==> src/rtl/sata_dma_burst_seq_if.sv <==
// Command/beat handshake bundle between the SATA DMA register side, the burst
// sequencer and the AXI-HP adapter. The master modport is the sequencer's view.
interface sata_dma_burst_seq_if;
  logic [31:7] mem_address;
  logic [31:0] sector_cnt;
  logic        dma_type;
  logic        dma_start;
  logic        busy;
  logic        dma_done;
  logic [31:7] cmd_addr;
  logic        cmd_type;
  logic        cmd_val;
  logic        cmd_ack;
  logic        beat;
  logic [3:0]  outstanding;

  modport master (
    input  mem_address, sector_cnt, dma_type, dma_start, cmd_ack, beat,
    output busy, dma_done, cmd_addr, cmd_type, cmd_val, outstanding
  );

  modport slave (
    output mem_address, sector_cnt, dma_type, dma_start, cmd_ack, beat,
    input  busy, dma_done, cmd_addr, cmd_type, cmd_val, outstanding
  );
endinterface

==> src/rtl/sata_dma_burst_seq.sv <==
// Splits a sector-count DMA transfer into 128-byte (16 x 64-bit beat) burst
// commands, limits bursts in flight and pulses dma_done after the last beat.
module sata_dma_burst_seq #(
  parameter int unsigned MAX_OUTSTANDING = 4,
  parameter int unsigned CNT_W           = 34
) (
  input logic                 hclk,
  input logic                 rst,
  sata_dma_burst_seq_if.master bus
);

  localparam logic [1:0] ST_IDLE  = 2'd0;
  localparam logic [1:0] ST_RUN   = 2'd1;
  localparam logic [1:0] ST_FLUSH = 2'd2;
  localparam logic [1:0] ST_DONE  = 2'd3;

  localparam logic [3:0] MAX_OUT = 4'(MAX_OUTSTANDING);

  logic [1:0]       state_q, state_d;
  logic [24:0]      cmd_addr_q, cmd_addr_d;
  logic             cmd_type_q, cmd_type_d;
  logic             cmd_val_q, cmd_val_d;
  logic             busy_q, busy_d;
  logic             dma_done_q, dma_done_d;
  logic [CNT_W-1:0] to_issue_q, to_issue_d;
  logic [CNT_W-1:0] to_complete_q, to_complete_d;
  logic [3:0]       outstanding_q, outstanding_d;
  logic [3:0]       beat_cnt_q, beat_cnt_d;

  logic             active;
  logic             accept;
  logic             beat_ok;
  logic             burst_done;

  always_comb begin
    // NOTE: every always_comb output gets a default first, so no path can infer a latch.
    state_d       = state_q;
    cmd_addr_d    = cmd_addr_q;
    cmd_type_d    = cmd_type_q;
    to_issue_d    = to_issue_q;
    to_complete_d = to_complete_q;
    outstanding_d = outstanding_q;
    beat_cnt_d    = beat_cnt_q;

    active     = (state_q == ST_RUN) || (state_q == ST_FLUSH);
    accept     = cmd_val_q && bus.cmd_ack;
    // A beat with nothing in flight is a protocol error and must not disturb the count.
    beat_ok    = active && bus.beat && (outstanding_q != 4'd0);
    burst_done = beat_ok && (beat_cnt_q == 4'hF);

    if (accept) begin
      cmd_addr_d = cmd_addr_q + 25'd1;
      to_issue_d = to_issue_q - CNT_W'(1);
    end
    if (beat_ok) begin
      beat_cnt_d = beat_cnt_q + 4'd1;
    end
    if (burst_done) begin
      to_complete_d = to_complete_q - CNT_W'(1);
    end

    case ({accept, burst_done})
      2'b10:   outstanding_d = outstanding_q + 4'd1;
      2'b01:   outstanding_d = outstanding_q - 4'd1;
      default: outstanding_d = outstanding_q;
    endcase

    case (state_q)
      ST_IDLE: begin
        if (bus.dma_start) begin
          cmd_addr_d    = bus.mem_address;
          cmd_type_d    = bus.dma_type;
          to_issue_d    = CNT_W'({bus.sector_cnt, 2'b00});
          to_complete_d = CNT_W'({bus.sector_cnt, 2'b00});
          outstanding_d = 4'd0;
          beat_cnt_d    = 4'd0;
          // A zero-length transfer still walks through FLUSH so dma_done lands two cycles after start.
          state_d       = (bus.sector_cnt == 32'd0) ? ST_FLUSH : ST_RUN;
        end
      end
      ST_RUN: begin
        if (to_issue_d == '0) state_d = ST_FLUSH;
      end
      ST_FLUSH: begin
        if (to_complete_d == '0) state_d = ST_DONE;
      end
      ST_DONE: begin
        state_d = ST_IDLE;
      end
      default: begin
        state_d = ST_IDLE;
      end
    endcase

    // Gated by the current state so cmd_val first rises one cycle after RUN entry,
    // but by next-cycle counters so it can stay high across back-to-back accepts.
    cmd_val_d  = (state_q == ST_RUN) && (to_issue_d != '0) && (outstanding_d < MAX_OUT);
    busy_d     = (state_d != ST_IDLE);
    dma_done_d = (state_d == ST_DONE);
  end

  always_ff @(posedge hclk) begin
    // NOTE: sequential state uses non-blocking assignments so every flop samples pre-edge values.
    if (rst) begin
      state_q       <= ST_IDLE;
      cmd_addr_q    <= '0;
      cmd_type_q    <= 1'b0;
      cmd_val_q     <= 1'b0;
      busy_q        <= 1'b0;
      dma_done_q    <= 1'b0;
      to_issue_q    <= '0;
      to_complete_q <= '0;
      outstanding_q <= '0;
      beat_cnt_q    <= '0;
    end else begin
      state_q       <= state_d;
      cmd_addr_q    <= cmd_addr_d;
      cmd_type_q    <= cmd_type_d;
      cmd_val_q     <= cmd_val_d;
      busy_q        <= busy_d;
      dma_done_q    <= dma_done_d;
      to_issue_q    <= to_issue_d;
      to_complete_q <= to_complete_d;
      outstanding_q <= outstanding_d;
      beat_cnt_q    <= beat_cnt_d;
    end
  end

  assign bus.busy        = busy_q;
  assign bus.dma_done    = dma_done_q;
  assign bus.cmd_addr    = cmd_addr_q;
  assign bus.cmd_type    = cmd_type_q;
  assign bus.cmd_val     = cmd_val_q;
  assign bus.outstanding = outstanding_q;

endmodule
==> src/flat_wrapper.sv <==
// flat-port wrapper written by rule: the top's interface ports become plain ports
module sata_dma_burst_seq_flat 
#(
  parameter int unsigned MAX_OUTSTANDING = 4,
  parameter int unsigned CNT_W           = 34
)
  (hclk, rst, bus_mem_address, bus_sector_cnt, bus_dma_type, bus_dma_start, bus_cmd_ack, bus_beat, bus_busy, bus_dma_done, bus_cmd_addr, bus_cmd_type, bus_cmd_val, bus_outstanding);
  sata_dma_burst_seq_if bus_i ();
  input logic hclk;
  input logic rst;
  input wire logic [$bits(bus_i.mem_address)-1:0] bus_mem_address;
  input wire logic [$bits(bus_i.sector_cnt)-1:0] bus_sector_cnt;
  input wire logic [$bits(bus_i.dma_type)-1:0] bus_dma_type;
  input wire logic [$bits(bus_i.dma_start)-1:0] bus_dma_start;
  input wire logic [$bits(bus_i.cmd_ack)-1:0] bus_cmd_ack;
  input wire logic [$bits(bus_i.beat)-1:0] bus_beat;
  output wire logic [$bits(bus_i.busy)-1:0] bus_busy;
  output wire logic [$bits(bus_i.dma_done)-1:0] bus_dma_done;
  output wire logic [$bits(bus_i.cmd_addr)-1:0] bus_cmd_addr;
  output wire logic [$bits(bus_i.cmd_type)-1:0] bus_cmd_type;
  output wire logic [$bits(bus_i.cmd_val)-1:0] bus_cmd_val;
  output wire logic [$bits(bus_i.outstanding)-1:0] bus_outstanding;
  assign bus_i.mem_address = bus_mem_address;
  assign bus_i.sector_cnt = bus_sector_cnt;
  assign bus_i.dma_type = bus_dma_type;
  assign bus_i.dma_start = bus_dma_start;
  assign bus_i.cmd_ack = bus_cmd_ack;
  assign bus_i.beat = bus_beat;
  assign bus_busy = bus_i.busy;
  assign bus_dma_done = bus_i.dma_done;
  assign bus_cmd_addr = bus_i.cmd_addr;
  assign bus_cmd_type = bus_i.cmd_type;
  assign bus_cmd_val = bus_i.cmd_val;
  assign bus_outstanding = bus_i.outstanding;
  sata_dma_burst_seq #(.MAX_OUTSTANDING(MAX_OUTSTANDING), .CNT_W(CNT_W)) u_core (.hclk(hclk), .rst(rst), .bus(bus_i));
endmodule
==> config.mk <==
export PLATFORM = sky130hd
export DESIGN_NAME = sata_dma_burst_seq_flat
export DESIGN_NICKNAME = d
export VERILOG_FILES = /design/src/rtl/sata_dma_burst_seq_if.sv /design/src/rtl/sata_dma_burst_seq.sv /design/src/flat_wrapper.sv
export SDC_FILE = /design/constraint.sdc
export NUM_CORES = 1
export LEC_CHECK = 0
export CORE_UTILIZATION = 36
export DETAILED_ROUTE_END_ITERATION = 12
export HOLD_SLACK_MARGIN = 0.12
export PLACE_DENSITY_LB_ADDON = 0.15
export SLEW_MARGIN = 40
export SYNTH_ARGS = -nofsm -noshare
export SYNTH_HDL_FRONTEND = slang
export SYNTH_SLANG_ARGS = --single-unit
==> constraint.sdc <==
create_clock -name hclk -period 3.05 [get_ports hclk]
set_input_delay 0.61 -clock hclk [delete_from_list [all_inputs] [get_ports hclk]]
set_output_delay 0.61 -clock hclk [all_outputs]
set_load 0.05 [all_outputs]
==> results_dict.tcl, run 1 <==
set metrics [dict create \
    antenna_left 0 \
    num_vias 6687 \
    min_from "u_core.bus.cmd_type$_SDFFE_PP0P_" \
    max-vdd-ir-drop_v 0.000394 \
    regToRegSetupSlack_ns 0.07 \
    reg2reg_from "u_core.state_q[0]$_SDFF_PP0_" \
    syn_area_per_cell_um2 7.91 \
    placed_area_um2 8170 \
    final_core_util_pct 52.2 \
    ff2ff_path_depth 10 \
    ys_seq_elements 107 \
    syn_inst 794 \
    yosysWarnings 0 \
    io_pins 96 \
    core_area_um2 16800 \
    cts_sinks 107 \
    synth-compound-area-share_pct 17.9 \
    grt_usage_pct 25.0 \
    gp_routability_congestion 0.932 \
    synthSimpleGateAreaFrac_pct 28.8 \
    hold_path_end "u_core.bus.cmd_type$_SDFFE_PP0P_" \
    first_global_vias 6570 \
    maxSlewViolCount 0 \
    root_buffer "clkbuf_16" \
    clock_latency_ns 0.36 \
    synthAdderAreaFrac_pct 2.51 \
    hold_depth 2 \
    synth_edf_count 0 \
    numCtsBuffers 9 \
    nets 1045 \
    synthMuxAreaShare_pct 0.179 \
    wl_per_cell_um 18.6 \
    critical_path_class "flip-flop to flip-flop" \
    diodes 0 \
    maxCapViolCount 0 \
    met1_usage_pct 33.0 \
    synth_fp_nets 869 \
    grt_pass1_wl_um 35100 \
    die-area_um2 18000 \
    crit_path_end_kind "flip-flop" \
    clock_skew_ns 0.00961 \
    status "finished, final reports clean" \
    rr_endpoint "u_core.bus.dma_done$_SDFF_PP0_" \
    synth_ff_type "dfxtp_1" \
    leakagePower_nw 3.15 \
    crit_path_start_kind "flip-flop" \
    clk_path_buf_depth 2 \
    area_growth_pct 39.7 \
    period_needed_ns 2.98 \
    grt-busiest-layer "met2" \
    design_area_um2 8780 \
    period_share_pct 97.7 \
    viasPerCell 5.60 \
    finalHoldViolCount 0 \
    rows 47 \
    tightest_slew_ns 0.828 \
    netlist_area_um2 6280 \
    antenna_found_initial 0 \
    drtIter0Drc 418 \
    max_slew_margin_pct 44.2 \
    ys_seq_area_share_pct 34.1 \
    grt_max_degree 73 \
    fillers 1669 \
    gr-total-overflow 0 \
    portBuffers 95 \
    arrival_ns 3.26 \
    use_met2_pct 39.8 \
    die_h_um 134 \
    use_met3_pct 5.14 \
    hp-class "flip-flop to flip-flop" \
    drc 0 \
    place_hpwl_um 17200 \
    path_max_fanout 3 \
    cts_tree "built" \
    clk_pin_slew_worst_paths_ns 0.08 \
    setup_viol 0 \
    drt-pass1-iter-count 5 \
    synth-async-reset-ratio_pct 0 \
    max_freq_mhz 336 \
    drive_gt1_share_pct 20.1 \
    rsz0062_at_grt "yes" \
    synth_cell_types 63 \
    start_util_pct 37.3 \
    crit_required_ns 3.33 \
    drt-total-wl_um 22300 \
    synth_xor_area_share_pct 12.4 \
    p_per_area_nw_per_um2 725 \
    htreeDepth 3 \
    power.total_mw 6.36 \
    fp.dieW_um 134 \
    synth_top_family_by_area "simple AND/OR/NAND/NOR gates" \
    cts_hold_buf 0 \
]
worst max path at each step:
stage / end / startpoint / cells after the start / slack (ns)
2_1_floorplan: u_core.bus.busy$_SDFF_PP0_ / u_core.state_q[0]$_SDFF_PP0_ / 12 / 0.008
3_3_place_gp: u_core.bus.busy$_SDFF_PP0_ / bus_cmd_ack / 10 / -0.50
3_5_place_dp: u_core.bus.busy$_SDFF_PP0_ / bus_cmd_ack / 10 / -0.65
4_1_cts: u_core.bus.busy$_SDFF_PP0_ / bus_cmd_ack / 10 / -0.004
5_1_grt: u_core.bus.busy$_SDFF_PP0_ / u_core.state_q[0]$_SDFF_PP0_ / 10 / -0.02
6_report: u_core.bus.dma_done$_SDFF_PP0_ / u_core.state_q[0]$_SDFF_PP0_ / 10 / 0.07
cells by family after synthesis:
family	after synthesis
compound gates	178
mux	1
flops	107
xor+xnor	89
buf+inv	64
simple gates	343
fa+ha+maj	12
Yosys cell counts, types with 8 or more instances:
library cell / n / area share, %
dfxtp_1: 107 / 34
nor2_1: 96 / 5.7
a21oi_1: 66 / 5.3
xnor2_1: 62 / 8.6
nor3_1: 46 / 3.7
nand2_1: 44 / 2.6
o21ai_0: 43 / 3.4
clkbuf_1: 34 / 2.0
nor4_1: 29 / 2.9
xor2_1: 27 / 3.8
nand3_1: 24 / 1.9
nand4_1: 22 / 2.2
a211oi_1: 20 / 2.4
inv_1: 20 / 1.2
or3_1: 18 / 1.8
ha_1: 11 / 2.2
a311oi_1: 10 / 1.4
and3_1: 9 / 0.90
or2_2: 8 / 0.80
metrics by stage:
step	hold WS (ns)	setup TNS [ns]	std cells	setup WS, ns
CTS	0.470	-0.00408	1191	-0.00408
global placement	0.442	-2.25	1173	-0.498
finish	0.464	0	1195	0.0715
floorplan	0.471	0	794	0.00846
global route	0.504	-0.0566	1195	-0.0248
detailed placement	0.456	-2.90	1173	-0.653
critical path, stage by stage, from the launching register on:
cell	delay, ns
dfxtp_2	0.34
inv_2	0.05
ha_4	0.28
nand2_4	0.05
or4_4	0.56
or3_4	0.38
or4b_1	0.50
o311a_1	0.15
nor4_4	0.28
a21oi_2	0.12
nor3_1	0.19
flip-flops by register name (all words and copies together), names as in the netlist:
name and flops:
u_core.to_complete_q 34, u_core.to_issue_q 34, u_core.bus.cmd_addr 25, u_core.beat_cnt_q 4, u_core.bus.outstanding 4, u_core.state_q 2
u_core.bus.busy 1, u_core.bus.cmd_type 1, u_core.bus.cmd_val 1, u_core.bus.dma_done 1
placed cells by master, fill, tap and decap left out, types with 9 or more instances in the layout:
master,n
xnor2_1,61
nand4_1,22
a311oi_1,9
inv_1,17
buf_4,109
o21ai_0,43
clkdlybuf4s50_1,93
nor2_1,95
nor3_1,42
a21oi_1,63
nor4_2,9
dfxtp_1,100
a211oi_1,20
or3_1,15
and3_1,9
xor2_1,27
nand3_1,23
nand2_1,42
nor4_1,17
clkbuf_16,9
routing by layer:
metal,up-vias,wire length (um)
met1,3181,10300
met4,0,753
met2,208,9900
met5,-,0
met3,42,1290
li1,3256,-
where the power goes:
part           switching, mW  internal (mW)  total [mW]
Clock                  0.550          0.605        1.16
Combinational           1.82           1.29        3.10
Sequential             0.383           1.72        2.10
Total                   2.75           3.61        6.36
area by class of cell:
type	instances	area, um^2	area share (%)
clock buffer	12	256	2.92
clock inverter	4	33.8	0.385
inverter	22	82.6	0.941
multi-input combinational	623	4150	47.3
sequential	107	2150	24.5
tap	220	275	3.14
timing repair buffer	207	1830	20.8
what timing repair did:
action,CTS,global route
cloned,0,0
resized for setup,18,35
buffers inserted,2,4
setup endpoints to repair,4,5
pin swaps,8,19
Note: power is estimated with default switching activity, not from simulation.
==> run 2, diff against run 1 <==
--- a/config.mk
+++ b/config.mk
@@ -5,7 +5,8 @@
 export SDC_FILE = /design/constraint.sdc
 export NUM_CORES = 1
 export LEC_CHECK = 0
-export CORE_UTILIZATION = 36
+export CORE_UTILIZATION = 40
+export CTS_BUF_LIST = sky130_fd_sc_hd__clkbuf_8
 export DETAILED_ROUTE_END_ITERATION = 12
 export HOLD_SLACK_MARGIN = 0.12
 export PLACE_DENSITY_LB_ADDON = 0.15
==> run 2 against run 1 <==
Non-clock buffer count fell by 4. Largest power group unchanged. Worst hold slack improved by 0.0065 ns. Register-to-register slack gained 0.03 ns. Largest cell class unchanged. Wire length is 5.2% lower.
==> results_dict.tcl, run 2 (same netlist as run 1, synthesis figures left out) <==
set metrics [dict create \
    die_h_um 127 \
    finalHoldViolCount 0 \
    design_area_um2 8600 \
    critical_path_class "flip-flop to flip-flop" \
    maxCapViolCount 0 \
    final_core_util_pct 56.4 \
    die-area_um2 16200 \
    cts_tree "built" \
    crit_required_ns 3.38 \
    crit_path_start_kind "flip-flop" \
    clock_latency_ns 0.40 \
    critPathMaxStageDelay_ns 0.39 \
    drt-pass1-iter-count 5 \
    area_growth_pct 36.9 \
    setup_viol 0 \
    grt_pass1_wl_um 33300 \
    rows 45 \
    diodes 0 \
    clk_path_buf_depth 2 \
    viasPerCell 5.69 \
    leakagePower_nw 3.07 \
    fillers 1452 \
    gp_routability_congestion 0.956 \
    place_ws_ns -0.551 \
    io_pins 96 \
    cp_cell_sequence "inv_1 > ha_4 > nand2_1 > buf_4 > or3_4 > inv_2 > ha_2 > ha_1 > a21o_1 > a21oi_2 > xnor2_1 > nor2_1 > xnor2_1 > o2111ai_2 > a31oi_1" \
    num_vias 6720 \
    path_max_fanout 3 \
    p_per_area_nw_per_um2 712 \
    drive_gt1_share_pct 18.7 \
    clock_skew_ns 0.0144 \
    place_hpwl_um 16100 \
    htreeDepth 3 \
    core_area_um2 15300 \
    antenna_found_initial 0 \
    portBuffers 95 \
    fp.dieW_um 127 \
    first_global_vias 6521 \
    drc 0 \
    max_freq_mhz 340 \
    nets 1041 \
    fin_tns_setup_ns 0 \
    max_slew_margin_pct 56.6 \
    arrival_ns 3.27 \
    gr-total-overflow 0 \
    timing.hold.ws_ns 0.471 \
    root_buffer "clkbuf_8" \
    crit_path_end_kind "flip-flop" \
    drt-total-wl_um 21100 \
    period_share_pct 96.5 \
    hp-class "flip-flop to flip-flop" \
    grt_max_degree 105 \
    final_common_cell "buf_4" \
    cts_hold_buf 0 \
    wl_per_cell_um 17.9 \
    tightest_slew_ns 0.646 \
    crit_slowest_cell "or3_4" \
    path_common_cell "xnor2_1" \
    antenna_left 0 \
    placed_area_um2 8140 \
    status "finished, final reports clean" \
    start_util_pct 41.2 \
    maxSlewViolCount 0 \
    final_cell_mix "buf_4, dfxtp_1, nor2_1" \
    grt_usage_pct 26.2 \
    period_needed_ns 2.94 \
    cts_sinks 107 \
    clk_pin_slew_worst_paths_ns 0.11 \
    drtIter0Drc 524 \
    max-vdd-ir-drop_v 0.000360 \
    setup_slack_ns 0.106 \
    numCtsBuffers 9 \
]
[run 2: cell count changes in the layout (fill, tap and decap cells not counted), sizes merged]
cell,change
clkdlybuf4s50,+1
clkbuf,-2
inv,+2
buf,-4
clkinvlp,-2
bufinv,+2
dlymetal6s2s,-1
[run 2: per-layer routing]
layer,track usage [%],vias up,part of all wire (%)
met4,10.7,0,2.8
met3,4.52,36,6.6
met5,0,-,0
met2,42.7,238,46
li1,-,3237,-
met1,34.4,3209,45
[run 2: per-stage QoR]
step	cells	total power [mW]
finish	1182	6.13
global route	1182	6.47
CTS	1180	5.98
detailed placement	1164	4.92
global placement	1164	4.88
floorplan	794	3.79
[run 2: path summary, 6_finish.rpt]
path                                         start                                to  slack, ns  cells after the start
setup / recovery      u_core.state_q[0]$_SDFF_PP0_     u_core.bus.cmd_val$_SDFF_PP0_       0.11                     15
hold / removal    u_core.bus.cmd_type$_SDFFE_PP0P_  u_core.bus.cmd_type$_SDFFE_PP0P_       0.47                      2
setup reg to reg      u_core.state_q[0]$_SDFF_PP0_     u_core.bus.cmd_val$_SDFF_PP0_       0.11                     15
hold reg to reg   u_core.bus.cmd_type$_SDFFE_PP0P_  u_core.bus.cmd_type$_SDFFE_PP0P_       0.47                      2
[run 2: area by class of cell]
type / count / area [um^2] / area share (%)
multi-input combinational: 623 / 4090 / 47.6
sequential: 107 / 2150 / 25.0
timing repair buffer: 203 / 1780 / 20.7
tap: 211 / 264 / 3.07
clock buffer: 10 / 138 / 1.60
clock inverter: 6 / 93.8 / 1.09
inverter: 22 / 82.6 / 0.960
[run 2: where the power goes]
group / total (mW) / internal, mW / switching [mW]
clock network: 1.02 / 0.494 / 0.526
registers: 2.11 / 1.72 / 0.396
logic: 2.99 / 1.26 / 1.74
total: 6.13 / 3.47 / 2.66
[run 2: worst max-delay path, delay by kind of cell (launching register included)]
family          cells  cell delay [ns]
compound gates      4             0.70
xor+xnor            2             0.37
fa+ha+maj           3             0.67
buf+inv             3             0.29
flops               1             0.36
simple gates        3             0.51
[run 2: timing repair]
item / in CTS / in global routing
endpoints found under the setup margin: 4 / 4
pin swaps: 1 / 16
gates cloned: 0 / 0
buffers inserted: 0 / 2
resized for setup: 4 / 36
